File: src/rtl/fetch_unit.sv
// fetch_unit: instruction fetch sequencer (IDLE -> REQ -> WAIT -> LOAD).
// Issues program-memory reads at the PC and hands fetched words to the
// instruction register with a one-cycle write strobe.
// Branch requests redirect the PC and abandon any fetch that is in flight.
// Optional feature: define FETCH_TIMEOUT_EN to retry a fetch after TIMEOUT
// consecutive WAIT cycles without an acknowledge. The retry is reported on
// fetch_err_o. Without the macro, fetch_err_o is tied low and WAIT lasts until
// an ack or a branch.
// Every output comes from a register. The LOAD actions (ir_we_o, pc_out_o and
// the PC increment) take effect at the edge that leaves LOAD. A branch seen
// during LOAD can therefore still cancel the write strobe.
module fetch_unit #(
  parameter logic [15:0] RESET_PC = 16'h0000,
  parameter int unsigned TIMEOUT  = 8
) (
  input  logic        clk_i,
  input  logic        rst_ni,
  input  logic        stall_i,
  input  logic        branch_en_i,
  input  logic [15:0] branch_target_i,
  input  logic [15:0] mem_rdata_i,
  input  logic        mem_ack_i,
  output logic        mem_rd_o,
  output logic [15:0] mem_addr_o,
  output logic [15:0] ir_d_o,
  output logic        ir_we_o,
  output logic [15:0] pc_out_o,
  output logic        fetch_err_o
);

  typedef enum logic [1:0] {
    IDLE = 2'd0,
    REQ  = 2'd1,
    WAIT = 2'd2,
    LOAD = 2'd3
  } state_e;

  state_e      state_q;
  logic [15:0] pc_q;
  logic [15:0] ir_d_q;
  logic [15:0] pc_out_q;
  logic        mem_rd_q;
  logic        ir_we_q;

`ifdef FETCH_TIMEOUT_EN
  localparam int unsigned CntW = (TIMEOUT > 1) ? $clog2(TIMEOUT) : 1;
  logic [CntW-1:0] cnt_q;
  logic            fetch_err_q;
`endif

  // Fetch FSM: state, PC, and all registered outputs in one process.
  always_ff @(posedge clk_i or negedge rst_ni) begin
    if (!rst_ni) begin
      state_q     <= IDLE;
      pc_q        <= RESET_PC;
      ir_d_q      <= 16'h0000;
      pc_out_q    <= 16'h0000;
      mem_rd_q    <= 1'b0;
      ir_we_q     <= 1'b0;
`ifdef FETCH_TIMEOUT_EN
      cnt_q       <= '0;
      fetch_err_q <= 1'b0;
`endif
    end else begin
      ir_we_q <= 1'b0;
`ifdef FETCH_TIMEOUT_EN
      fetch_err_q <= 1'b0;
`endif
      case (state_q)
        IDLE: begin
          if (branch_en_i) begin
            pc_q <= branch_target_i;
          end
          if (!stall_i) begin
            state_q  <= REQ;
            mem_rd_q <= 1'b1;
          end
        end
        REQ, WAIT: begin
          if (branch_en_i) begin
            pc_q     <= branch_target_i;
            state_q  <= REQ;
            mem_rd_q <= 1'b1;
`ifdef FETCH_TIMEOUT_EN
            cnt_q    <= '0;
`endif
          end else if (mem_ack_i) begin
            ir_d_q   <= mem_rdata_i;
            state_q  <= LOAD;
            mem_rd_q <= 1'b0;
`ifdef FETCH_TIMEOUT_EN
            cnt_q    <= '0;
`endif
          end else if (state_q == REQ) begin
            state_q <= WAIT;
          end
`ifdef FETCH_TIMEOUT_EN
          else if (cnt_q == CntW'(TIMEOUT - 1)) begin
            fetch_err_q <= 1'b1;
            state_q     <= REQ;
            cnt_q       <= '0;
          end else begin
            cnt_q <= cnt_q + 1'b1;
          end
`endif
        end
        LOAD: begin
          if (branch_en_i) begin
            pc_q     <= branch_target_i;
            state_q  <= REQ;
            mem_rd_q <= 1'b1;
          end else begin
            ir_we_q  <= 1'b1;
            pc_out_q <= pc_q;
            pc_q     <= pc_q + 16'd1;
            state_q  <= IDLE;
          end
        end
        default: begin
          state_q  <= IDLE;
          mem_rd_q <= 1'b0;
        end
      endcase
    end
  end

  assign mem_rd_o   = mem_rd_q;
  assign mem_addr_o = pc_q;
  assign ir_d_o     = ir_d_q;
  assign ir_we_o    = ir_we_q;
  assign pc_out_o   = pc_out_q;
`ifdef FETCH_TIMEOUT_EN
  assign fetch_err_o = fetch_err_q;
`else
  assign fetch_err_o = 1'b0;
`endif

endmodule
File: config.mk
export PLATFORM = sky130hd
export DESIGN_NAME = fetch_unit
export DESIGN_NICKNAME = d
export VERILOG_FILES = /design/src/rtl/fetch_unit.sv
export SDC_FILE = /design/constraint.sdc
export NUM_CORES = 1
export LEC_CHECK = 0
export BUFFER_PORTS_ARGS = -buffer_cell sky130_fd_sc_hd__buf_2
export CORE_ASPECT_RATIO = 0.9
export CORE_MARGIN = 1
export CORE_UTILIZATION = 40
export CTS_CLUSTER_DIAMETER = 150
export CTS_CLUSTER_SIZE = 14
export DETAILED_ROUTE_END_ITERATION = 10
export PLACE_DENSITY = 0.69
export SLEW_MARGIN = 20
export SYNTH_ARGS = -nofsm -noshare
export SYNTH_HDL_FRONTEND = slang
export SYNTH_SLANG_ARGS = --single-unit
File: constraint.sdc
create_clock -name clk_i -period 1.7 [get_ports clk_i]
set_input_delay 0 -clock clk_i [delete_from_list [all_inputs] [get_ports clk_i]]
set_output_delay 0 -clock clk_i [all_outputs]
set_load 0.01 [all_outputs]
## After elaboration in Yosys (flattened, before gate mapping)

Index checks and enable logic that the tools add are counted.

- $add $sub $neg: 1
- Equal/unequal tests: 8
- Mux-type cells: 16
- Bitwise operators: 1
- Reduce and logical (&&, ||, !) cells: 7

Operators with widths:

| kind | count |
|---|---|
| two-way mux 16 bit | 2 |
| one-hot mux 16 bit (2 select lines) | 1 |
| adder 16 x 1 -> 16 bit (second input constant) | 1 |
| two-way mux 2 bit | 4 |
| two-way mux 1 bit | 7 |
| one-hot mux 2 bit (3 select lines) | 1 |
| AND reduction 3 bit | 2 |
| == test 2 bit (second input constant) | 2 |
| inequality test 2 bit (second input constant) | 2 |
| inequality test 4 bit (second input constant) | 1 |
| AND reduction 2 bit | 2 |
| inequality test 3 bit (second input constant) | 1 |
| one-hot mux 1 bit (3 select lines) | 1 |
| OR reduction 3 bit | 1 |
| == test 2 x 1 -> 1 bit (second input constant) | 1 |
| zero test 2 bit | 1 |
| inequality test 2 x 1 -> 1 bit (second input constant) | 1 |
| OR reduction 2 bit | 1 |
| NOT 1 bit | 1 |

- Flip-flop bits (word level): 52
- Input bits: 37
- Output and inout bits: 51
- Word-level logic and storage cells: 39

## Logic depth before layout (Yosys ltp)

Gate-level depths: netlist (run 1).

- Word-level depth: 5
- Mapped depth: 8
- Gate-level depth less buffers: 6

## Worst setup path after synthesis (run 1)

No wires, ideal clock.

- Path kind: register to register
- From: register state_q[0]
- To: register ir_d_q[10], in the netlist ir_d_o[10]
- Setup time: 0.125 ns
- Arrival time: 1.494 ns
- Data required time: 1.575 ns
- Slack: 0.082 ns
- Cell stages (with the launch flop): 6
- Buffers on the path: 1
- Clock period less this slack: 1.618 ns
- Cell sequence: dfrtp_1 > inv_1 > ha_1 > nand3b_2 > buf_2 > mux2_2

- Longest elaborated chain between the ends: 3
- Elaborated cells on any way between the ends: 4
- Those cells by class: eq/ne (2); reduce/logical (2)

Ends and longest elaborated chain:

| what | RTL line | RTL |
|---|---|---|
| start: declaration | 38 | `state_e state_q;` |
| start signal: assignment | 54 | `state_q <= IDLE;` |
| start signal: assignment | 75 | `state_q <= REQ;` |
| start signal: assignment | 82 | `state_q <= REQ;` |
| == test 2 x 1 -> 1 bit / == test 2 bit (equally long branches) | 69 | `case (state_q)` |
| OR reduction 2 bit * | 69 |  |
| AND reduction 3 bit (no source line) * | n/a |  |
| end signal: assignment | 88 | `ir_d_q <= mem_rdata_i;` |
| end: declaration | 40 | `logic [15:0] ir_d_q;` |

Every way passes the cells marked *; elsewhere a longest branch is shown, timed or not.
A chain may end at the register's enable or synchronous reset.

## Worst setup path in the final report (run 1)

- From: register state_q[1]
- To: register pc_q[7], in the netlist mem_addr_o[7]

- Longest elaborated chain between the ends: 3
- Elaborated cells on any way between the ends: 7
- Those cells by class: eq/ne (4); mux (1); reduce/logical (2)

Ends and longest elaborated chain:

| what | RTL line | RTL |
|---|---|---|
| == test 2 x 1 -> 1 bit, or another cell as far along | 69 |  |
| OR reduction 3 bit (no source line) | n/a |  |
| one-hot mux 16 bit (2 select lines) / inequality test 2 x 1 -> 1 bit (equally long branches) | n/a |  |
| end signal: assignment | 72 | `pc_q <= branch_target_i;` |
| end signal: assignment | 81 | `pc_q <= branch_target_i;` |
| end signal: assignment | 109 | `pc_q <= branch_target_i;` |
| end: declaration | 39 | `logic [15:0] pc_q;` |

Parallel ways exist; a longest one is shown, timed or not.

==> summary.md, run 1 <==
| Metric | Value |
|---|---|
| Fmax | `0.6367 GHz` |
| Clock slew seen by the registers of the worst setup and hold paths | `0.10 ns` |
| Drt total wl | `6161 µm` |
| Power density cells | `between 1500 and 2000 mW/mm²` |
| Period utilization | `92.38%` |
| Worst EP required | `just under 2 ns` |
| Reg2reg path depth | `6` |
| Comb power frac | `between 40% and 50%` |
| Area Growth Syn to Fin | `38.18%` |
| Initial DRT Pass Iterations | `4` |
| Hold path depth | `3` |
| Skew-Pair Late Insertion Delay | `0.30 ns` |
| Fin Setup TNS | `0 ns` |
| Critical path class | `flip-flop to flip-flop` |
| Most used flip-flop cell after synthesis | `dfrtp_1` |
| Leak | `1.686 nW` |
| Share of post-route cells with drive strength above 1 | `a little under two fifths` |
| Vias in the first global route | `roughly 2100` |
| Post-DP HPWL | `roughly 4400 µm` |
| Post-Layout Cell Count | `437` |
| Internal | `0.003280 W` |
| Switching power | `0.002011 W` |
| Post-Synthesis Cells | `246` |
| Wire per inst | `14.10 µm` |
| Vias/cell | `5.078` |
| Pin count of the biggest net entering global routing | `33` |
| Synth top area cells | `dfrtp_1, nand2_1, mux2_2, ha_1, a21oi_1` |
| Max Slew Vio Count | `0` |
| Yosys warning total | `0` |
| Initial antenna violation count | `0` |
| Place WS | `around 0.12 ns` |
| DRC errors left | `0` |
| I/O Buffers | `86` |
| Post-CTS Setup Repair Bufs | `0` |
| #FFs+latches synth | `52` |
| Number of max-cap violations | `0` |
| Worst vdd ir | `679.4 µV` |
| CP endpoint kind | `flip-flop` |
| Sequential Power Share | `41.0%` |
| GP Congestion | `between 0.8 and 0.9` |
| # diodes | `0` |
| Clock root cell | `clkbuf_8` |
| Register area share after synthesis | `between 50 and 60%` |
| Ports | `88` |
| Worst Setup Start Kind | `flip-flop` |
| Status | `finished clean` |
| Yosys top cell area share | `between 50% and 60%` |
| First-pass GRT wire length | `10050 µm` |
| Die area | `0.006564 mm²` |
| Initial DRC count | `74` |
| Initial Util | `42.65%` |
| Asr flop ratio synth | `100.0%` |
| Final worst slack | `0.1295 ns` |
| Gr usage total | `19.15%` |
| RSZ-0062 raised after global routing | `false` |
| Die height | `76.96 µm` |
| Synth Net Count | `289` |
| Rows | `26` |
| Vias | `2219` |
| Synth cell types | `45` |
| R2R setup slack | `0.13 ns` |
| Switching share of power | `a little under two fifths` |
| Area leader, netlist | `dfrtp_1` |
| H-tree levels | `2` |
| Clock skew | `about 0.0086 ns` |
| Crit-path max FO | `18` |
| Crit path time final | `1.571 ns` |
| Clock Path Buffers | `2` |
| Post-synth EDFFs | `0` |
| CP arrival | `1.81 ns` |
| Global route overflow | `0` |
| Fin. Hold Viols | `0` |
| CTS Buf Count | `5` |
| Setup violators final | `0` |
| Avg Cell Area, Syn | `slightly above 10 µm²` |
| DIE WIDTH | `~85 µm` |
| Cells after DPL | `407` |
| Sinks on Clock Net | `52` |
| CTS tree | `done` |
| Clk pwr share | `~16%` |
| Min-delay worst type | `input port to flip-flop` |
| Core ar. | `0.005856 mm²` |
| Fin nets | `slightly above 400` |
| Post-Synthesis Cell Area | `around 0.0025 mm²` |
| Post-route ant nets | `0` |
==> cell type report <==
cell class,count,area [µm²]
clock inverter,3,42.54
tap,70,87.58
clock buffer,5,68.82
inverter,3,12.51
multi-input combinational,178,1111
fill,507,2405
timing repair buffer,126,827.0
sequential,52,1301
==> flip-flops by register name, indices dropped and copies added (netlist names) <==
name / flops
state_q: 2
pc_out_o: 16
ir_d_o: 16
ir_we_o: 1
mem_rd_o: 1
mem_addr_o: 16
==> metrics by stage <==
step / utilization [%] / cell area, µm² / hold slack, ns / power [W]
2_1_floorplan: - / 2497 / -0.2956 / 0.003416
3_3_place_gp: 53.03 / 3105 / -0.01261 / 0.004343
3_5_place_dp: 53.03 / 3105 / -0.005048 / 0.004409
4_1_cts: 58.70 / 3437 / 0.007398 / 0.005309
5_1_grt: 58.93 / 3451 / 0.03153 / 0.005686
6_report: 58.93 / 3451 / 0.01806 / 0.005291
==> metal layers <==
metal / wire length, µm / GRT usage (%) / share of wire (%)
met3: 287 / 3.660 / 4.7
met5: 0 / 0 / 0
met1: 2929 / 26.25 / 48
met4: 60 / 5.333 / 0.97
met2: 2884 / 31.05 / 47
==> cells in the final DEF, fill, tap and decap left out, drive strengths merged, types with 3 or more instances in the layout <==
cell         instances
a21oi               14
a31oi                3
buf                104
clkbuf               5
dfrtp               52
dlygate4sd3         22
ha                   6
mux2                16
nand2               65
nand3                5
nand4                4
nor2                13
nor3                 6
nor4                 3
o21ai               10
o22ai                6
==> cell usage after synthesis, types with 2 or more instances <==
master	count
o22ai_1	6
o22a_1	2
ha_1	6
a31oi_1	3
mux2i_1	2
nand4_1	3
inv_1	2
nor4_1	2
nor3_1	5
a21boi_0	2
buf_2	6
o21a_1	2
nor2_1	13
nand2_1	65
a21oi_1	14
o21ai_0	10
clkbuf_1	3
nor3b_1	2
nand3_1	4
mux2_2	16
dfrtp_1	52
buf_6	3
==> cell families (layout without fill, tap and decap cells) <==
group	Yosys count	in the layout	share of synthesized area [%]
muxes	18	18	8.016
AOI/OAI and AO/OA	49	49	12.63
adders and majority gates	6	6	3.006
DFF	52	52	52.10
and+or+nand+nor	104	104	20.29
other	1	1	0.1502
buffers and inverters	16	137	3.808
==> timing repair <==
item	in CTS	in global routing
hold buffers	22	0
endpoints found under the setup margin	0	5
hold endpoints to repair	41	0
gates resized for setup	0	4
==> power groups by stage <==
stage	clock network, W	registers [W]	logic, W
detailed placement	0	0.00219	0.00222
floorplan	0	0.00245	0.000964
CTS	0.000865	0.00216	0.00228
finish	0.000844	0.00217	0.00228
global placement	0	0.00217	0.00217
global route	0.000913	0.00225	0.00252
==> worst max-delay path, stage by stage (launching register included) <==
cell and delay [ns]:
dfrtp_1 0.42, ha_1 0.24, nand2b_4 0.10, clkinv_2 0.21
nand2_1 0.22, o22ai_1 0.10, o2bb2a_1 0.23
==> worst paths after layout <==
path / endpoint / startpoint
max: mem_addr_o[7] / state_q[1]
min: mem_addr_o[5] / branch_target_i[5]
max reg2reg: mem_addr_o[7] / state_q[1]
min reg2reg: pc_out_o[15] / pc_out_o[15]
max in group asynchronous: pc_out_o[1] / rst_ni
min in group asynchronous: pc_out_o[11] / rst_ni
(Power assumes the default switching activity.)
==> run 2, diff against run 1 <==
--- a/config.mk
+++ b/config.mk
@@ -5,6 +5,7 @@
 export SDC_FILE = /design/constraint.sdc
 export NUM_CORES = 1
 export LEC_CHECK = 0
+export ABC_AREA = 1
 export BUFFER_PORTS_ARGS = -buffer_cell sky130_fd_sc_hd__buf_2
 export CORE_ASPECT_RATIO = 0.9
 export CORE_MARGIN = 1
@@ -12,7 +13,7 @@
 export CTS_CLUSTER_DIAMETER = 150
 export CTS_CLUSTER_SIZE = 14
 export DETAILED_ROUTE_END_ITERATION = 10
-export PLACE_DENSITY = 0.69
+export PLACE_DENSITY = 0.68
 export SLEW_MARGIN = 20
 export SYNTH_ARGS = -nofsm -noshare
 export SYNTH_HDL_FRONTEND = slang
==> summary.md, run 2 <==
| Metric | Value |
|---|---|
| Setup violators final | `0` |
| #FFs+latches synth | `52` |
| Clock slew seen by the registers of the worst setup and hold paths | `approximately 0.09 ns` |
| Initial DRT Pass Iterations | `4` |
| Initial DRC count | `104` |
| Post-Synthesis Cells | `290` |
| Die height | `78.62 µm` |
| Synth Net Count | `333` |
| Share of post-route cells with drive strength above 1 | `between 30% and 40%` |
| CP dominant cell by count | `inv_1` |
| Skew-Pair Late Insertion Delay | `0.30 ns` |
| Initial Util | `41.97%` |
| Fin Setup TNS | `0 ns` |
| Core ar. | `0.006216 mm²` |
| Post-Synthesis Cell Area | `between 0.002 and 0.003 mm²` |
| Switching power | `0.002085 W` |
| Fin nets | `447` |
| Clock Path Buffers | `2` |
| I/O Buffers | `86` |
| Vias in the first global route | `2175` |
| Worst EP required | `1.89 ns` |
| First-pass GRT wire length | `10030 µm` |
| Synth cell types | `30` |
| Crit path time final | `roughly 1.6 ns` |
| Status | `finished clean` |
| Worst Tran Pin Value | `0.6617 ns` |
| Global route overflow | `0` |
| Power density cells | `1543 mW/mm²` |
| Top-count cell post-synth | `nand2_1` |
| Critical-path top delay cell | `dfrtp_1` |
| Most used flip-flop cell after synthesis | `dfrtp_1` |
| Synth top area cells | `dfrtp_1, nand2_1, mux2_4, nor2_1, inv_1` |
| Area leader, netlist | `dfrtp_1` |
| DIE WIDTH | `87.13 µm` |
| Die area | `0.006849 mm²` |
| Most common cell after layout, fill and taps aside | `buf_2` |
| H-tree levels | `2` |
| Fmax | `about 0.61 GHz` |
| Clock skew | `around 0.0045 ns` |
| Drt total wl | `roughly 6300 µm` |
| Worst path max stage delay | `0.40 ns` |
| DRC errors left | `0` |
| Asr flop ratio synth | `100.0%` |
| Crit path cell chain | `inv_1, ha_1, inv_1, nor2_4, nand2_4, mux2_4` |
| Ports | `between 80 and 90` |
| Sequential Power Share | `about two fifths` |
| R2R setup slack | `0.07 ns` |
| Pin count of the biggest net entering global routing | `53` |
| Min-delay worst type | `input port to flip-flop` |
| Internal | `0.003309 W` |
| Number of max-cap violations | `0` |
| Yosys warning total | `0` |
| Leak | `approximately 1.8 nW` |
| Initial antenna violation count | `0` |
| Rows | `27` |
| CP endpoint kind | `flip-flop` |
| Area Growth Syn to Fin | `34.00%` |
| Register area share after synthesis | `49.88%` |
| Worst Setup Start Kind | `flip-flop` |
| Post-DP HPWL | `4396 µm` |
| GP Congestion | `0.8102` |
| Period utilization | `between 90% and 100%` |
| Yosys top cell area share | `49.88%` |
| Avg Cell Area, Syn | `8.996 µm²` |
| Sinks on Clock Net | `52` |
| Vias/cell | `4.726` |
| Post-route ant nets | `0` |
| Reg2reg path depth | `6` |
| Switching share of power | `38.66%` |
| Clk pwr share | `between 10% and 20%` |
| Cells after DPL | `~460` |
| Wire per inst | `12.74 µm` |
| Comb power frac | `~44%` |
| Post-synth EDFFs | `0` |
| RR Startpoint | `state_q[1]` |
| Vias | `~2300` |
| Pwr Total | `0.005394 W` |
| Gr usage total | `18.88%` |
| Worst vdd ir | `approximately 600 µV` |
| # diodes | `0` |
| Most common library cells after synthesis | `nand2_1, dfrtp_1, nor2_1, inv_1, o21ai_0` |
| Critical path launch point | `state_q[1]` |
| Crit-path max FO | `8` |
| CP arrival | `1.82 ns` |
| Hold Worst Slack | `0.008614 ns` |
| Crit path to | `ir_d_o[11]` |
| CTS Buf Count | `5` |
| Fin. Hold Viols | `0` |
| Critical path class | `flip-flop to flip-flop` |
| Max Slew Vio Count | `0` |
| Most frequent cells in the layout | `buf_2, nand2_1, dfrtp_1` |
| Reg2Reg Capture Point | `ir_d_o[11]` |
| Clock root cell | `clkbuf_8` |
| Max transition margin | `55.88%` |
| CTS tree | `done` |
| Post-Layout Cell Count | `492` |
[run 2: how the worst min path moves through the flow]
stage / startpoint / cells after the start / slack [ns] / to
floorplan: rst_ni / 0 / -0.30 / ir_d_o[0]
global placement: rst_ni / 2 / 0.16 / pc_out_o[1]
detailed placement: rst_ni / 2 / 0.17 / pc_out_o[0]
CTS: branch_target_i[6] / 5 / 0.001 / mem_addr_o[6]
global route: branch_target_i[6] / 5 / 0.03 / mem_addr_o[6]
finish: branch_target_i[6] / 5 / 0.009 / mem_addr_o[6]
[run 2: final cells by class]
cell class                 instances  area (µm²)
clock buffer                       5       68.82
clock inverter                     3       42.54
fill                             608        2720
inverter                          32       122.6
multi-input combinational        197        1129
sequential                        52        1301
tap                               87       108.9
timing repair buffer             116       723.2
[run 2: timing repair]
| action | CTS | global route |
|---|---|---|
| endpoints found under the hold margin | 73 | 0 |
| gates resized for setup | 0 | 5 |
| setup endpoints to repair | 0 | 17 |
| hold buffers | 22 | 0 |
| buffers inserted | 0 | 2 |
[run 2: cells by family (layout without fill, tap and decap cells)]
kind of cell             count (synthesis)  after routing  share of synthesized area (%)
AND/OR/NAND/NOR                        128            129                          21.77
flip-flops                              52             52                          49.88
multiplexers                            16             16                          8.345
adder cells (fa/ha/maj)                  6              6                          2.878
buffers and inverters                   42            156                          7.482
other                                    1              1                         0.1437
AO/OA/AOI/OAI                           45             45                          9.496
[run 2: metrics by stage]
| stage | setup slack [ns] | util [%] | instance area, µm² |
|---|---|---|---|
| after floorplan | 0.1246 | - | 2609 |
| after CTS | 0.01111 | 55.70 | 3462 |
| after detailed placement | 0.03118 | 50.36 | 3131 |
| after global placement | 0.1041 | 50.36 | 3131 |
| final | 0.07109 | 56.24 | 3496 |
| after global routing | -0.0003662 | 56.24 | 3496 |
[run 2: power groups by stage]
stage	sequential [W]	combinational, W	clock (W)
6_report	0.00220	0.00235	0.000840
3_3_place_gp	0.00220	0.00220	0
4_1_cts	0.00220	0.00232	0.000877
3_5_place_dp	0.00222	0.00227	0
5_1_grt	0.00228	0.00263	0.000916
2_1_floorplan	0.00243	0.00115	0
[run 2: worst max-delay path, delay by kind of cell, from the launching register on]
kind | cells | cell delay (ns)
flops | 1 | 0.40
simple gates | 2 | 0.32
mux | 1 | 0.32
fa+ha+maj | 1 | 0.30
buf+inv | 2 | 0.17
[run 2: routing by layer]
metal  routed length [µm]  track usage, %  part of all wire, %
met1                 2830           25.80                   45
met2                 3024           29.61                   48
met3                  323           3.260                  5.2
met4                   91           7.705                  1.5
met5                    0               0                    0
==> run 3, diff against run 2 <==
--- a/config.mk
+++ b/config.mk
@@ -9,11 +9,11 @@
 export BUFFER_PORTS_ARGS = -buffer_cell sky130_fd_sc_hd__buf_2
 export CORE_ASPECT_RATIO = 0.9
 export CORE_MARGIN = 1
-export CORE_UTILIZATION = 40
+export CORE_UTILIZATION = 45
 export CTS_CLUSTER_DIAMETER = 150
 export CTS_CLUSTER_SIZE = 14
 export DETAILED_ROUTE_END_ITERATION = 10
-export PLACE_DENSITY = 0.68
+export PLACE_DENSITY = 0.76
 export SLEW_MARGIN = 20
 export SYNTH_ARGS = -nofsm -noshare
 export SYNTH_HDL_FRONTEND = slang
==> summary.md, run 3 (same netlist as run 2, synthesis figures left out) <==
| Metric | Value |
|---|---|
| Fin nets | `446` |
| Hold path depth | `5` |
| Vias in the first global route | `approximately 2100` |
| Initial antenna violation count | `0` |
| GP Congestion | `0.8636` |
| Place WS | `0.01770 ns` |
| CP endpoint kind | `flip-flop` |
| DRC errors left | `0` |
| Ports | `between 80 and 90` |
| Fmax | `0.6218 GHz` |
| Area of the multi-input gates | `0.001141 mm²` |
| Global route overflow | `0` |
| H-tree levels | `2` |
| Switching share of power | `between 30% and 40%` |
| Pin count of the biggest net entering global routing | `53` |
| Share of post-route cells with drive strength above 1 | `33.00%` |
| Vias | `between 2000 and 2500` |
| Critical path class | `flip-flop to flip-flop` |
| Clock slew seen by the registers of the worst setup and hold paths | `0.09 ns` |
| Crit-path max FO | `8` |
| Worst Setup Start Kind | `flip-flop` |
| Sequential cell area | `0.001301 mm²` |
| Worst Tran Pin Value | `roughly 0.67 ns` |
| I/O Buffers | `86` |
| Post-route ant nets | `0` |
| Rows | `25` |
| Most frequent cells in the layout | `buf_2, nand2_1, dfrtp_1` |
| Reg2reg path depth | `6` |
| Min-delay worst type | `input port to flip-flop` |
| Skew-Pair Late Insertion Delay | `roughly 0.30 ns` |
| Internal | `roughly 0.0032 W` |
| Power density cells | `1533 mW/mm²` |
| Number of max-cap violations | `0` |
| Initial Util | `48.21%` |
| Gr usage total | `21.19%` |
| Fin util | `63.95%` |
| R2R setup slack | `0.09 ns` |
| Initial DRC count | `around 150` |
| CP arrival | `between 1.5 and 2 ns` |
| Clk pwr share | `14.2%` |
| Sinks on Clock Net | `52` |
| Leak | `1.814 nW` |
| RSZ-0062 raised after global routing | `true` |
| Wire per inst | `13.37 µm` |
| Status | `finished clean` |
| Die height | `74.23 µm` |
| CTS Buf Count | `5` |
| Setup violators final | `0` |
| Switching power | `0.002071 W` |
| Post-DP HPWL | `roughly 4200 µm` |
| Vias/cell | `5.030` |
| Final worst slack | `slightly above 0.09 ns` |
| Comb power frac | `44.6%` |
| CTS tree | `done` |
| Core ar. | `0.005411 mm²` |
| Drt total wl | `6285 µm` |
| # diodes | `0` |
| Clock skew | `0.003308 ns` |
| Max Slew Vio Count | `0` |
| Fin. Hold Viols | `0` |
| Crit path time final | `1.608 ns` |
| Sequential Power Share | `41.2%` |
| Pwr Total | `0.005304 W` |
| Clock root cell | `clkbuf_8` |
| Period utilization | `94.60%` |
| Filler Cells Inserted | `456` |
| Initial DRT Pass Iterations | `4` |
| Max transition margin | `55.42%` |
| Clock Path Buffers | `2` |
| Most common cell after layout, fill and taps aside | `buf_2` |
| DIE WIDTH | `82.26 µm` |
| Die area | `~0.0061 mm²` |
| Worst EP required | `between 1.5 and 2 ns` |
| Area Growth Syn to Fin | `32.66%` |
| First-pass GRT wire length | `9791 µm` |
| Worst vdd ir | `608.9 µV` |
-- run 3: final timing paths --
check                                    start              to
max                                 state_q[1]      ir_d_o[13]
min                        branch_target_i[12]  mem_addr_o[12]
max reg2reg                         state_q[1]      ir_d_o[13]
min reg2reg                        pc_out_o[4]     pc_out_o[4]
max in group asynchronous               rst_ni      ir_d_o[12]
min in group asynchronous               rst_ni     pc_out_o[0]
-- run 3: power by group through the flow --
stage	Clock [W]	Combinational, W	Sequential [W]
final	0.000753	0.00237	0.00219
after global routing	0.000818	0.00265	0.00227
after CTS	0.000774	0.00230	0.00219
after detailed placement	0	0.00225	0.00220
after global placement	0	0.00218	0.00219
after floorplan	0	0.00115	0.00243
-- run 3: metrics by stage --
stage / area [µm²] / instances / hold slack, ns / setup TNS, ns
after floorplan: 2609 / 290 / -0.2956 / 0
after global placement: 3098 / 438 / 0.1582 / 0
after detailed placement: 3098 / 438 / 0.1668 / 0
after CTS: 3425 / 468 / 0.01072 / 0
after global routing: 3461 / 470 / 0.04595 / -0.01232
final: 3461 / 470 / 0.01863 / 0
-- run 3: layout make-up --
cell class | count | share of cell area (%)
multi-input cells | 197 | 32.97
clock buffers | 7 | 2.784
well taps | 67 | 2.422
repair buffers | 115 | 20.75
inverters | 32 | 3.471
flip-flops and latches | 52 | 37.60
-- run 3: repair_timing --
action / 4_1_cts / 5_1_grt
setup endpoints to repair: 0 / 16
setup buffers: 0 / 1
hold buffers: 23 / 0
endpoints found under the hold margin: 74 / 0
gates resized for setup: 0 / 5
-- run 3: worst max-delay path, cell delays in order (launching register included) --
cell and delay [ns]:
dfrtp_1 0.41, inv_2 0.08, ha_4 0.27, inv_1 0.06, nor2_4 0.20, nand2_4 0.15, mux2_4 0.33
-- run 3: metal layers --
layer  global-route usage, %  vias to the layer above  part of all wire, %
li1                        -                     1165                    -
met1                   28.17                     1128                   44
met2                   34.80                       66                   49
met3                   4.785                        5                  5.5
met4                   6.043                        0                  1.0
met5                       0                        -                    0
